### config.mk
export PLATFORM = sky130hd
export DESIGN_NAME = ship_steer_ctrl
export DESIGN_NICKNAME = d
export VERILOG_FILES = /design/src/rtl/ship_steer_ctrl_pkg.sv /design/src/rtl/ship_heading_lut.sv /design/src/rtl/ship_steer_ctrl.sv
export SDC_FILE = /design/constraint.sdc
export NUM_CORES = 1
export LEC_CHECK = 0
export CAP_MARGIN = 20
export CORE_ASPECT_RATIO = 0.7
export CORE_MARGIN = 10
export CORE_UTILIZATION = 45
export DETAILED_ROUTE_END_ITERATION = 10
export PLACE_DENSITY_LB_ADDON = 0.12
export SLEW_MARGIN = 30
export SYNTH_ARGS = -nofsm -noshare
export SYNTH_HDL_FRONTEND = slang
export SYNTH_SLANG_ARGS = --single-unit
export TNS_END_PERCENT = 50
### constraint.sdc
create_clock -name clk -period 3.5 [get_ports clk]
set_input_delay 1.05 -clock clk [delete_from_list [all_inputs] [get_ports clk]]
set_output_delay 1.05 -clock clk [all_outputs]
set_load 0.05 [all_outputs]
### src/rtl/ship_steer_ctrl_pkg.sv
// Shared constants for the ship steering controller: compass codes, heading step ROMs
// and the default tick divider.
package ship_steer_ctrl_pkg;

  localparam logic [23:0] DEFAULT_TICK_DIV = 24'd833333;

  localparam logic [3:0] DIR_N  = 4'b0001;
  localparam logic [3:0] DIR_NE = 4'b0101;
  localparam logic [3:0] DIR_E  = 4'b0100;
  localparam logic [3:0] DIR_SE = 4'b0110;
  localparam logic [3:0] DIR_S  = 4'b0010;
  localparam logic [3:0] DIR_SW = 4'b1010;
  localparam logic [3:0] DIR_W  = 4'b1000;
  localparam logic [3:0] DIR_NW = 4'b1001;

  typedef logic signed [2:0] step_t;

  localparam logic [3:0] DIR_CODES [8] = '{DIR_N, DIR_NE, DIR_E, DIR_SE,
                                           DIR_S, DIR_SW, DIR_W, DIR_NW};

  // Screen y grows downward, so north is a negative dy.
  localparam step_t DX8 [8] = '{3'sd0, 3'sd1, 3'sd1, 3'sd1, 3'sd0, -3'sd1, -3'sd1, -3'sd1};
  localparam step_t DY8 [8] = '{-3'sd1, -3'sd1, 3'sd0, 3'sd1, 3'sd1, 3'sd1, 3'sd0, -3'sd1};

  localparam step_t DX16 [16] = '{3'sd0, 3'sd1, 3'sd2, 3'sd2, 3'sd2, 3'sd2, 3'sd2, 3'sd1,
                                  3'sd0, -3'sd1, -3'sd2, -3'sd2, -3'sd2, -3'sd2, -3'sd2, -3'sd1};
  localparam step_t DY16 [16] = '{-3'sd2, -3'sd2, -3'sd2, -3'sd1, 3'sd0, 3'sd1, 3'sd2, 3'sd2,
                                  3'sd2, 3'sd2, 3'sd2, 3'sd1, 3'sd0, -3'sd1, -3'sd2, -3'sd2};

endpackage

### src/rtl/ship_heading_lut.sv
// Combinational heading -> {dir_code, step_dx, step_dy} lookup for 8 or 16 headings.
module ship_heading_lut
  import ship_steer_ctrl_pkg::*;
#(
  parameter int  N_DIR = 8,
  localparam int HW    = $clog2(N_DIR)
) (
  input  logic [HW-1:0]     heading,
  output logic [3:0]        dir_code,
  output logic signed [2:0] step_dx,
  output logic signed [2:0] step_dy
);

  if (N_DIR == 16) begin : g_16
    // Odd headings borrow the octant clockwise of them.
    assign dir_code = DIR_CODES[3'((heading + 4'd1) >> 1)];
    assign step_dx  = DX16[heading];
    assign step_dy  = DY16[heading];
  end else begin : g_8
    assign dir_code = DIR_CODES[heading];
    assign step_dx  = DX8[heading];
    assign step_dy  = DY8[heading];
  end

endmodule

### src/rtl/ship_steer_ctrl.sv
// Ship steering and fire controller: held keys -> heading, step vector, move and rate-limited fire pulses.
// `define SHIP_FIRE_AUTOREPEAT_EN to re-arm the fire request every tick while shoot is held.
module ship_steer_ctrl
  import ship_steer_ctrl_pkg::*;
#(
  parameter int          N_DIR         = 8,
  parameter logic [23:0] TICK_DIV      = DEFAULT_TICK_DIV,
  parameter int          ROT_TICKS     = 2,
  parameter int          FIRE_COOLDOWN = 8,
  parameter int          MAX_SHOTS     = 4,
  localparam int         HW            = $clog2(N_DIR)
) (
  input  logic              clk,
  input  logic              reset,
  input  logic              enable,
  input  logic              rotate_left,
  input  logic              rotate_right,
  input  logic              forward,
  input  logic              shoot,
  input  logic              shot_done,
  output logic [HW-1:0]     heading,
  output logic [3:0]        dir_code,
  output logic signed [2:0] step_dx,
  output logic signed [2:0] step_dy,
  output logic              move_pulse,
  output logic              fire_pulse,
  output logic [3:0]        shots_active
);

  localparam int          RW          = (ROT_TICKS > 1) ? $clog2(ROT_TICKS) : 1;
  localparam int          CW          = (FIRE_COOLDOWN > 0) ? $clog2(FIRE_COOLDOWN + 1) : 1;
  localparam logic [RW-1:0] ROT_RELOAD = RW'(ROT_TICKS - 1);
  localparam logic [CW-1:0] CD_RELOAD  = CW'(FIRE_COOLDOWN);
  localparam logic [3:0]  SHOT_LIMIT  = 4'(MAX_SHOTS);
  localparam logic [23:0] TICK_RELOAD = TICK_DIV - 24'd1;
  localparam step_t       DY_RESET    = (N_DIR == 16) ? -3'sd2 : -3'sd1;

  logic [23:0]   tick_cnt_q, tick_cnt_d;
  logic [RW-1:0] rot_cnt_q, rot_cnt_d;
  logic [HW-1:0] heading_q, heading_d;
  logic [3:0]    dir_code_q, dir_code_d;
  step_t         step_dx_q, step_dx_d, step_dy_q, step_dy_d;
  logic [CW-1:0] cd_q, cd_d;
  logic          req_q, req_d;
  logic          shoot_q, shoot_d;
  logic [3:0]    shots_q, shots_d;

  logic          tick, fire, rot_one;
  logic [CW-1:0] cd_next;

  ship_heading_lut #(.N_DIR(N_DIR)) u_lut (
    .heading  (heading_d),
    .dir_code (dir_code_d),
    .step_dx  (step_dx_d),
    .step_dy  (step_dy_d)
  );

  always_comb begin
    tick       = enable && !reset && (tick_cnt_q == '0);
    rot_one    = rotate_left ^ rotate_right;
    cd_next    = (cd_q != '0) ? cd_q - CW'(1) : '0;
    // Cooldown counts down on this tick first, so a fire lands exactly FIRE_COOLDOWN ticks after the last.
    fire       = tick && req_q && (cd_next == '0) && (shots_q < SHOT_LIMIT);

    tick_cnt_d = tick_cnt_q;
    rot_cnt_d  = rot_cnt_q;
    heading_d  = heading_q;
    cd_d       = cd_q;
    req_d      = req_q;
    shoot_d    = shoot_q;
    shots_d    = shots_q;

    if (enable) begin
      tick_cnt_d = tick ? TICK_RELOAD : tick_cnt_q - 24'd1;
      shoot_d    = shoot;

      if (tick) begin
        if (rot_one) begin
          if (rot_cnt_q == '0) begin
            heading_d = rotate_right ? heading_q + HW'(1) : heading_q - HW'(1);
            rot_cnt_d = ROT_RELOAD;
          end else begin
            rot_cnt_d = rot_cnt_q - RW'(1);
          end
        end else begin
          rot_cnt_d = '0;
        end
        cd_d = fire ? CD_RELOAD : cd_next;
      end

      if (fire) begin
        req_d = 1'b0;
      end else if (shoot && !shoot_q) begin
        req_d = 1'b1;
`ifdef SHIP_FIRE_AUTOREPEAT_EN
      end else if (tick && shoot) begin
        req_d = 1'b1;
`endif
      end

      if (fire && !shot_done) begin
        shots_d = shots_q + 4'd1;
      end else if (!fire && shot_done && shots_q != '0) begin
        shots_d = shots_q - 4'd1;
      end
    end
  end

  always_ff @(posedge clk) begin
    if (reset) begin
      tick_cnt_q <= TICK_RELOAD;
      rot_cnt_q  <= '0;
      heading_q  <= '0;
      dir_code_q <= DIR_N;
      step_dx_q  <= 3'sd0;
      step_dy_q  <= DY_RESET;
      cd_q       <= '0;
      req_q      <= 1'b0;
      shoot_q    <= 1'b0;
      shots_q    <= '0;
    end else begin
      tick_cnt_q <= tick_cnt_d;
      rot_cnt_q  <= rot_cnt_d;
      heading_q  <= heading_d;
      dir_code_q <= dir_code_d;
      step_dx_q  <= step_dx_d;
      step_dy_q  <= step_dy_d;
      cd_q       <= cd_d;
      req_q      <= req_d;
      shoot_q    <= shoot_d;
      shots_q    <= shots_d;
    end
  end

  assign heading      = heading_q;
  assign dir_code     = dir_code_q;
  assign step_dx      = step_dx_q;
  assign step_dy      = step_dy_q;
  assign move_pulse   = tick && forward;
  assign fire_pulse   = fire;
  assign shots_active = shots_q;

endmodule

-- Word level (Yosys, flattened, before mapping)
Memory sizes are Yosys's and may differ from the RTL's. A register that Yosys moved wholly into a read port is not among the register bits.
Cells that the tools add are included.
- add/sub/neg operators: 7
- multipliers: 0
- divide/modulo/power cells: 0
- order comparisons: 1
- equal/unequal tests: 0
- shifts and indexed selects: 0
- muxes and demuxes: 14
- bitwise operators: 2
- reductions and logical operators: 23
- operator list (cell ; count):
    $logic_not 24->1 ; 1
    $mux 24 ; 1
    $sub 24x1->24 const B ; 1
    $mux 4 ; 4
    $mux 3 ; 5
    $logic_and 1x1->1 ; 10
    $reduce_bool 4->1 ; 2
    $sub 4x1->4 const B ; 2
    $reduce_and 2->1 ; 3
    $add 4x1->4 const B ; 1
    $logic_not 1->1 ; 4
    $logic_not 4->1 ; 1
    $lt 4x3->1 const B ; 1
    $mux 1 ; 4
    $not 3->4 ; 1
    $reduce_bool 2->1 ; 2
    $add 3x1->3 const B ; 1
    $sub 3x1->3 const B ; 1
    $sub 1x1->1 const B ; 1
    $xor 1x1->1 ; 1
- register bits after elaboration: 38
- latch bits: 0
- bits in writable memories: 0
- memory bits (read-only): 80
- input port bits: 8
- output and inout bits: 19
- word-level logic and storage cells: 57
- memories kept: 3
- memory list (name ; words ; width ; read ports ; clocked after Yosys merged registers in ; wr ports ; RTL line ; source):
    (no name shown) ; 8 ; 4 ; 1 ; 1 ; 0 ; ship_heading_lut.sv:20 ; assign dir_code = DIR_CODES[heading];
    (no name shown) ; 8 ; 3 ; 1 ; 1 ; 0 ; ship_heading_lut.sv:22 ; assign step_dy = DY8[heading];
    (no name shown) ; 8 ; 3 ; 1 ; 1 ; 0 ; ship_heading_lut.sv:21 ; assign step_dx = DX8[heading];

-- Depth between registers and ports, before layout
Gate-level depths: netlist (run 1).
- depth in word-level cells: 11
- mapped depth: 11
- depth with buffers taken out: 10

-- By module
Synthesis (run 1) repeated with hierarchy kept, for this count alone.
- cells, all modules: 252
- area, all modules: 2333.5 µm²
- modules (own cells, without submodules) (module ; times used ; cells each ; area each (µm²) ; seq. area each (µm²)):
    ship_steer_ctrl ; 1 ; 240 ; 2249.7 ; 960.9
    ship_heading_lut ; 1 ; 12 ; 83.8 ; 0.0

-- Worst setup path before layout (run 1)
OpenSTA, ideal clock, no wires.
- kind: in2out
- start point: in enable
- end point: out fire_pulse
- arrival time: 2.420 ns
- data required time: 2.450 ns
- path slack: 0.030 ns
- stages: 4
- path buffers: 0
- cells stage by stage: or3b_2 nor4_4 nand3_2 inv_1
- longest elaborated chain between the ends: 5
- ends and longest elaborated chain (item ; RTL line ; source):
    start, declared ; ship_steer_ctrl.sv:15 ; input logic enable,
    $logic_and 1x1->1 (2 in a row) ; ship_steer_ctrl.sv:59 ; tick = enable && !reset && (tick_cnt_q == '0);
    $logic_and 1x1->1 (3 in a row) ; ship_steer_ctrl.sv:63 ; fire = tick && req_q && (cd_next == '0) && (shots_q < SHOT_LIMIT);
    end, declared ; ship_steer_ctrl.sv:26 ; output logic fire_pulse,
Every way passes these cells.

-- Worst setup path after layout (run 1)
Same ends and word-level chain as after synthesis.

==> impl_metrics.json, run 1 <==
{
  "grt.total_usage_pct": 12.30,
  "drt_iter0_markers": 72,
  "slew_headroom_pct": 58.95,
  "core_region_area_um2": 4479,
  "synth_enable_flop_cells": 0,
  "route.detailed.vias_per_inst": 5.173,
  "ir_worst_vdd_mv": 0.2386,
  "number_of_h_tree_branching_levels": 2,
  "cp.required_ns": 2.45,
  "cts_made_buffers": 5,
  "yosys_register_bits": 45,
  "final_min_period_over_clock_period_pct": 95.42,
  "design_power_total_mw": 1.064,
  "drc": 0,
  "post-dp-hpwl_um": 3323,
  "crit_arrival_ns": 2.29,
  "finish.net_count": 294,
  "min_period_ns": 3.340,
  "clk_transition_reported_paths_ns": 0.08,
  "yosysUniqueCellTypes": 47,
  "dieWidth_um": 102.6,
  "ctsLongestPathBuffers": 2,
  "fp.dieH_um": 77.81,
  "ioPinCount": 27,
  "setup_ws_ns": 0.1602,
  "report.final.hold_viol_count": 0,
  "maxSlewViolCount": 0,
  "routed-via-count": 1738,
  "grt_pass1_wl_um": 8017,
  "detail_route.first_pass.iterations": 4,
  "initial_utilization_pct": 47.96,
  "portBuffers": 26,
  "max_cap_viol_count": 0,
  "post_synth_instance_area_um2": 2148,
  "detailedPlace.worstSlack_ns": -0.2972,
  "path_max_fanout": 3,
  "finalSetupViolCount": 0,
  "insertedDiodeCount": 0,
  "ys_async_sr_fraction_pct": 0,
  "synthesis.yosys.warnings": 0,
  "drive_above_1_share_pct": 16.01,
  "cts_sinks": 45,
  "clock_skew_ns": 0.006985,
  "power_density_nw_per_um2": 391.3,
  "routed_wirelength_um": 4553,
  "min-delay-path-class": "flip-flop to flip-flop",
  "rsz_0062_raised_after_global_routing": "no",
  "clock-root-buffer": "sky130_fd_sc_hd__clkbuf_8",
  "area_delta_synth_final_pct": 26.56,
  "place_area_um2": 2567,
  "worst-slew-pin-transition_ns": 0.6158,
  "timing.critical_path.to_type": "output pin",
  "hold_slack_ns": 0.4946,
  "final_core_area_utilization_pct": 60.70,
  "antenna_found_initial": 0,
  "achievable-frequency_mhz": 299.4,
  "synth_nets": 252,
  "rows": 20,
  "wl_per_cell_um": 13.55,
  "gr-total-overflow": 0,
  "outcome": "finished clean",
  "timing.setup.critical_path_class": "primary input to output pin",
  "tritoncts": "done",
  "post_cts_hold_buffer_count": 0,
  "postSynthCellCount": 238,
  "seq_area_frac_synth_pct": 41.93,
  "cell_area_after_layout_um2": 2719,
  "grt_start_max_net_pins": 21,
  "final_antenna_net_count": 0,
  "die_area_um2": 7982,
  "syn_avg_cell_area_um2": 9.027,
  "dominantRegCellSynth": "sky130_fd_sc_hd__dfxtp_1",
  "clk_latency_ns": 0.30,
  "static-leakage-power_nw": 1.030,
  "crit_path_start_kind": "primary input",
  "gp_congestion": 0.7900,
  "first_global_vias": 1718
}
==> repair_timing <==
action,4_1_cts,5_1_grt
gates resized for setup,7,1
endpoints found under the setup margin,2,2
buffers inserted,2,0
pin swaps,2,2
==> cell usage in the layout, fill, tap and decap left out, types with 7 or more instances in the layout <==
cell	netlist	layout
sky130_fd_sc_hd__a21oi_1	8	8
sky130_fd_sc_hd__xnor2_1	18	18
sky130_fd_sc_hd__dfxtp_1	45	45
sky130_fd_sc_hd__mux2i_1	7	7
sky130_fd_sc_hd__nor3_1	15	15
sky130_fd_sc_hd__buf_4	4	18
sky130_fd_sc_hd__xor2_1	7	7
sky130_fd_sc_hd__inv_1	8	7
sky130_fd_sc_hd__nand3_1	8	8
sky130_fd_sc_hd__clkdlybuf4s50_1	0	22
sky130_fd_sc_hd__nand2_1	16	16
sky130_fd_sc_hd__nor2_1	34	34
==> layout make-up <==
type                            count  area (um2)
Clock inverter                      1       30.03
Multi-Input combinational cell    176        1185
Inverter                            8       30.03
Timing Repair Buffer               44       417.9
Fill cell                         384        1760
Clock buffer                        7       86.33
Sequential cell                    45       900.9
Tap cell                           55       68.82
==> Yosys cell counts, types with 4 or more instances <==
cell                       count  area [um2]
sky130_fd_sc_hd__xor2_1        7       61.31
sky130_fd_sc_hd__nor2_1       34       127.6
sky130_fd_sc_hd__dfxtp_1      45       900.9
sky130_fd_sc_hd__nor3_1       15       75.07
sky130_fd_sc_hd__mux2i_1       7       70.07
sky130_fd_sc_hd__inv_1         8       30.03
sky130_fd_sc_hd__clkbuf_1      4       15.01
sky130_fd_sc_hd__a21oi_1       8       40.04
sky130_fd_sc_hd__o21ai_0       6       30.03
sky130_fd_sc_hd__nand2_1      16       60.06
sky130_fd_sc_hd__nand3_1       8       40.04
sky130_fd_sc_hd__buf_4         4       30.03
sky130_fd_sc_hd__ha_1          4       50.05
sky130_fd_sc_hd__xnor2_1      18       157.7
==> power by group <==
| part | internal (mW) | switching (mW) | leakage, nW |
|---|---|---|---|
| clock | 0.233 | 0.173 | 0.0585 |
| sequential | 0.524 | 0.0143 | 0.364 |
| combinational | 0.0547 | 0.0650 | 0.608 |
==> sequential cells by signal, indices dropped and copies added, names as in the netlist <==
name and flops:
rot_cnt_q 1, tick_cnt_q 24, cd_q 4, req_q 1
step_dx 2, shoot_q 1, step_dy 2, shots_active 4
dir_code 3, heading 3
==> routing by layer <==
metal | up-vias | GRT usage, % | wire length (um)
met5 | - | 0 | 0
met2 | 40 | 17.99 | 1861
met4 | 0 | 3.371 | 63
li1 | 899 | - | -
met1 | 790 | 16.92 | 2350
met3 | 9 | 3.805 | 277
==> path summary, 6_finish.rpt <==
check	startpoint	end	slack, ns	cells after the start
min reg2reg	rot_cnt_q$_SDFFE_PP0P_	rot_cnt_q$_SDFFE_PP0P_	0.49	2
min	rot_cnt_q$_SDFFE_PP0P_	rot_cnt_q$_SDFFE_PP0P_	0.49	2
max	enable	fire_pulse	0.16	6
max reg2reg	tick_cnt_q[11]$_SDFFE_PP0P_	shots_active[3]$_SDFFE_PP0P_	0.62	9
==> stage by stage <==
step,cells,TNS [ns]
6_report,336,0
4_1_cts,336,0
5_1_grt,336,0
3_5_place_dp,326,-0.8405
3_3_place_gp,326,-0.7960
2_1_floorplan,238,0
==> worst max-delay path, cell delays in order <==
cell and delay, ns:
sky130_fd_sc_hd__clkdlybuf4s15_1 0.20, sky130_fd_sc_hd__or3b_4 0.40, sky130_fd_sc_hd__nor4_4 0.24, sky130_fd_sc_hd__nand3_2 0.16, sky130_fd_sc_hd__inv_2 0.11, sky130_fd_sc_hd__buf_12 0.13
==> cell families (layout without fill, tap and decap cells) <==
| logic type | after synthesis | in the layout | share of synthesized area (%) |
|---|---|---|---|
| AND/OR/NAND/NOR | 113 | 113 | 29.12 |
| flip-flops | 45 | 45 | 41.93 |
| XOR/XNOR | 25 | 25 | 10.19 |
| AO/OA/AOI/OAI | 24 | 24 | 6.931 |
| buffers and inverters | 17 | 60 | 3.727 |
| multiplexers | 8 | 8 | 3.902 |
| adder cells (fa/ha/maj) | 6 | 6 | 4.194 |
(Power assumes the default switching activity.)
==> inputs of run 2 (changes only) <==
CTS_CLUSTER_DIAMETER = 40   (was unset)
clock period = 2.8 ns   (was 3.5 ns; I/O delays follow)
==> run 2 against run 1 <==
Against the previous run:
- wire length grew 6.6%
- via count grew 3.4%
- cell count rose by 4.8%
- sequential power increased by 25%
- core utilization grew 4.4 points
- setup slack lost 0.24 ns
- cell area increased by 7.2%
- the flow now finishes with violations (setup timing)
- critical endpoint is now move_pulse
- critical path depth decreased by 1
- largest cell class unchanged
==> impl_metrics.json, run 2 (synthesis gave the netlist of run 1 again) <==
{
  "grt_pass1_wl_um": 7866,
  "report.final.hold_viol_count": 0,
  "seq_power_share_pct": 51.0,
  "rsz_0062_raised_after_global_routing": "yes",
  "crit_path_start_kind": "flip-flop",
  "first_global_vias": 1606,
  "gr-total-overflow": 0,
  "cts_sinks": 45,
  "cts_made_buffers": 5,
  "core_region_area_um2": 4479,
  "drive_above_1_share_pct": 23.91,
  "clock_skew_ns": 0.005187,
  "final_antenna_net_count": 0,
  "top_register": "tick_cnt_q",
  "cp.required_ns": 1.96,
  "regToRegSetupSlack_ns": 0.07,
  "finalSetupViolCount": 2,
  "max_cap_viol_count": 0,
  "antenna_found_initial": 0,
  "min_period_ns": 2.879,
  "final_core_area_utilization_pct": 65.06,
  "violations": "setup timing",
  "design_power_total_mw": 1.322,
  "grt_start_max_net_pins": 21,
  "post-dp-hpwl_um": 3460,
  "area_delta_synth_final_pct": 35.64,
  "final_min_period_over_clock_period_pct": 102.8,
  "clk_latency_ns": 0.30,
  "detailedPlace.worstSlack_ns": -0.6379,
  "die_area_um2": 7982,
  "maxSlewViolCount": 0,
  "number_of_h_tree_branching_levels": 2,
  "most_used_cells_in_the_layout_excluding_fill_and_tap_cells": "sky130_fd_sc_hd__dfxtp_1 (43), sky130_fd_sc_hd__nor2_1 (34), sky130_fd_sc_hd__buf_4 (32)",
  "gp_congestion": 0.8407,
  "achievable-frequency_mhz": 347.4,
  "clock-root-buffer": "sky130_fd_sc_hd__clkbuf_8",
  "routed-via-count": 1797,
  "worst-slew-pin-transition_ns": 0.5109,
  "min-delay-path-class": "flip-flop to flip-flop",
  "timing.setup.critical_path_class": "flip-flop to output pin",
  "clk_transition_reported_paths_ns": 0.09,
  "finish.net_count": 311,
  "drt_iter0_markers": 72,
  "internal-power_mw": 0.9921,
  "switching_power_mw": 0.3295,
  "route.detailed.vias_per_inst": 5.105,
  "ir_worst_vdd_mv": 0.3936,
  "timing.critical_path.to_type": "output pin",
  "routed_wirelength_um": 4855,
  "cell_area_after_layout_um2": 2914,
  "place_area_um2": 2680,
  "static-leakage-power_nw": 1.121,
  "setup_tns_ns": -0.1440,
  "fp.dieH_um": 77.81,
  "ctsLongestPathBuffers": 2,
  "comb_power_share_pct": 12.3,
  "dieWidth_um": 102.6,
  "outcome": "complete, but fails checks",
  "insertedDiodeCount": 0,
  "power_frac_clock_pct": 36.7,
  "setup_ws_ns": -0.07879,
  "drc": 0,
  "tritoncts": "done",
  "portBuffers": 26,
  "rows": 20,
  "detail_route.first_pass.iterations": 4,
  "wl_per_cell_um": 13.79,
  "largest_register_ffs": 24,
  "path_max_fanout": 4,
  "initial_utilization_pct": 47.96,
  "crit_arrival_ns": 2.04,
  "final_common_cell": "sky130_fd_sc_hd__dfxtp_1",
  "grt.total_usage_pct": 12.43,
  "slew_headroom_pct": 65.83,
  "ioPinCount": 27,
  "switching_share_pct": 24.93,
  "power_density_nw_per_um2": 453.5,
  "post_cts_hold_buffer_count": 0
}
==> run 2: cell type report <==
type	instances	area, um2
fillers	366	1565
multi-input cells	176	1246
flip-flops and latches	45	903.4
repair buffers	61	558.0
clock buffers	5	68.82
well taps	55	68.82
clock inverters	2	35.03
inverters	8	33.78
==> run 2: critical path: stages, from the launching register on <==
cell and delay (ns):
sky130_fd_sc_hd__dfxtp_2 0.33, sky130_fd_sc_hd__or4_4 0.57, sky130_fd_sc_hd__nor4_4 0.33, sky130_fd_sc_hd__buf_4 0.19, sky130_fd_sc_hd__and3_4 0.19, sky130_fd_sc_hd__buf_12 0.13
==> run 2: path summary, 6_finish.rpt <==
kind,start,to,cells after the start
worst max-delay path,tick_cnt_q[12]$_SDFFE_PP1P_,move_pulse,5
worst min-delay path,cd_q[3]$_SDFFE_PP0P_,cd_q[3]$_SDFFE_PP0P_,2
worst max register to register,tick_cnt_q[12]$_SDFFE_PP1P_,shots_active[3]$_SDFFE_PP0P_,10
worst min register to register,cd_q[3]$_SDFFE_PP0P_,cd_q[3]$_SDFFE_PP0P_,2
==> run 2: repair_timing <==
| action | 4_1_cts | 5_1_grt |
|---|---|---|
| setup buffers | 8 | 0 |
| pin swaps | 7 | 4 |
| resized for setup | 18 | 3 |
| setup endpoints to repair | 12 | 3 |
==> run 2: metrics by stage <==
step,cells,hold WS (ns)
after CTS,352,0.4950
after detailed placement,337,0.4847
final,352,0.4950
after floorplan,238,0.4581
after global placement,337,0.4760
after global routing,352,0.5412
==> run 2: power groups by stage <==
stage          Sequential (mW)  Clock, mW  Combinational [mW]
2_1_floorplan            0.705          0              0.0805
3_3_place_gp             0.687          0               0.155
3_5_place_dp             0.687          0               0.155
4_1_cts                  0.673      0.492               0.159
5_1_grt                  0.678      0.517               0.177
6_report                 0.674      0.484               0.163
==> run 2: per-layer routing <==
layer / GRT usage [%] / routed length, um
met5: 0 / 0
met4: 5.056 / 72
met3: 3.628 / 335
met2: 17.29 / 2099
met1: 17.33 / 2348
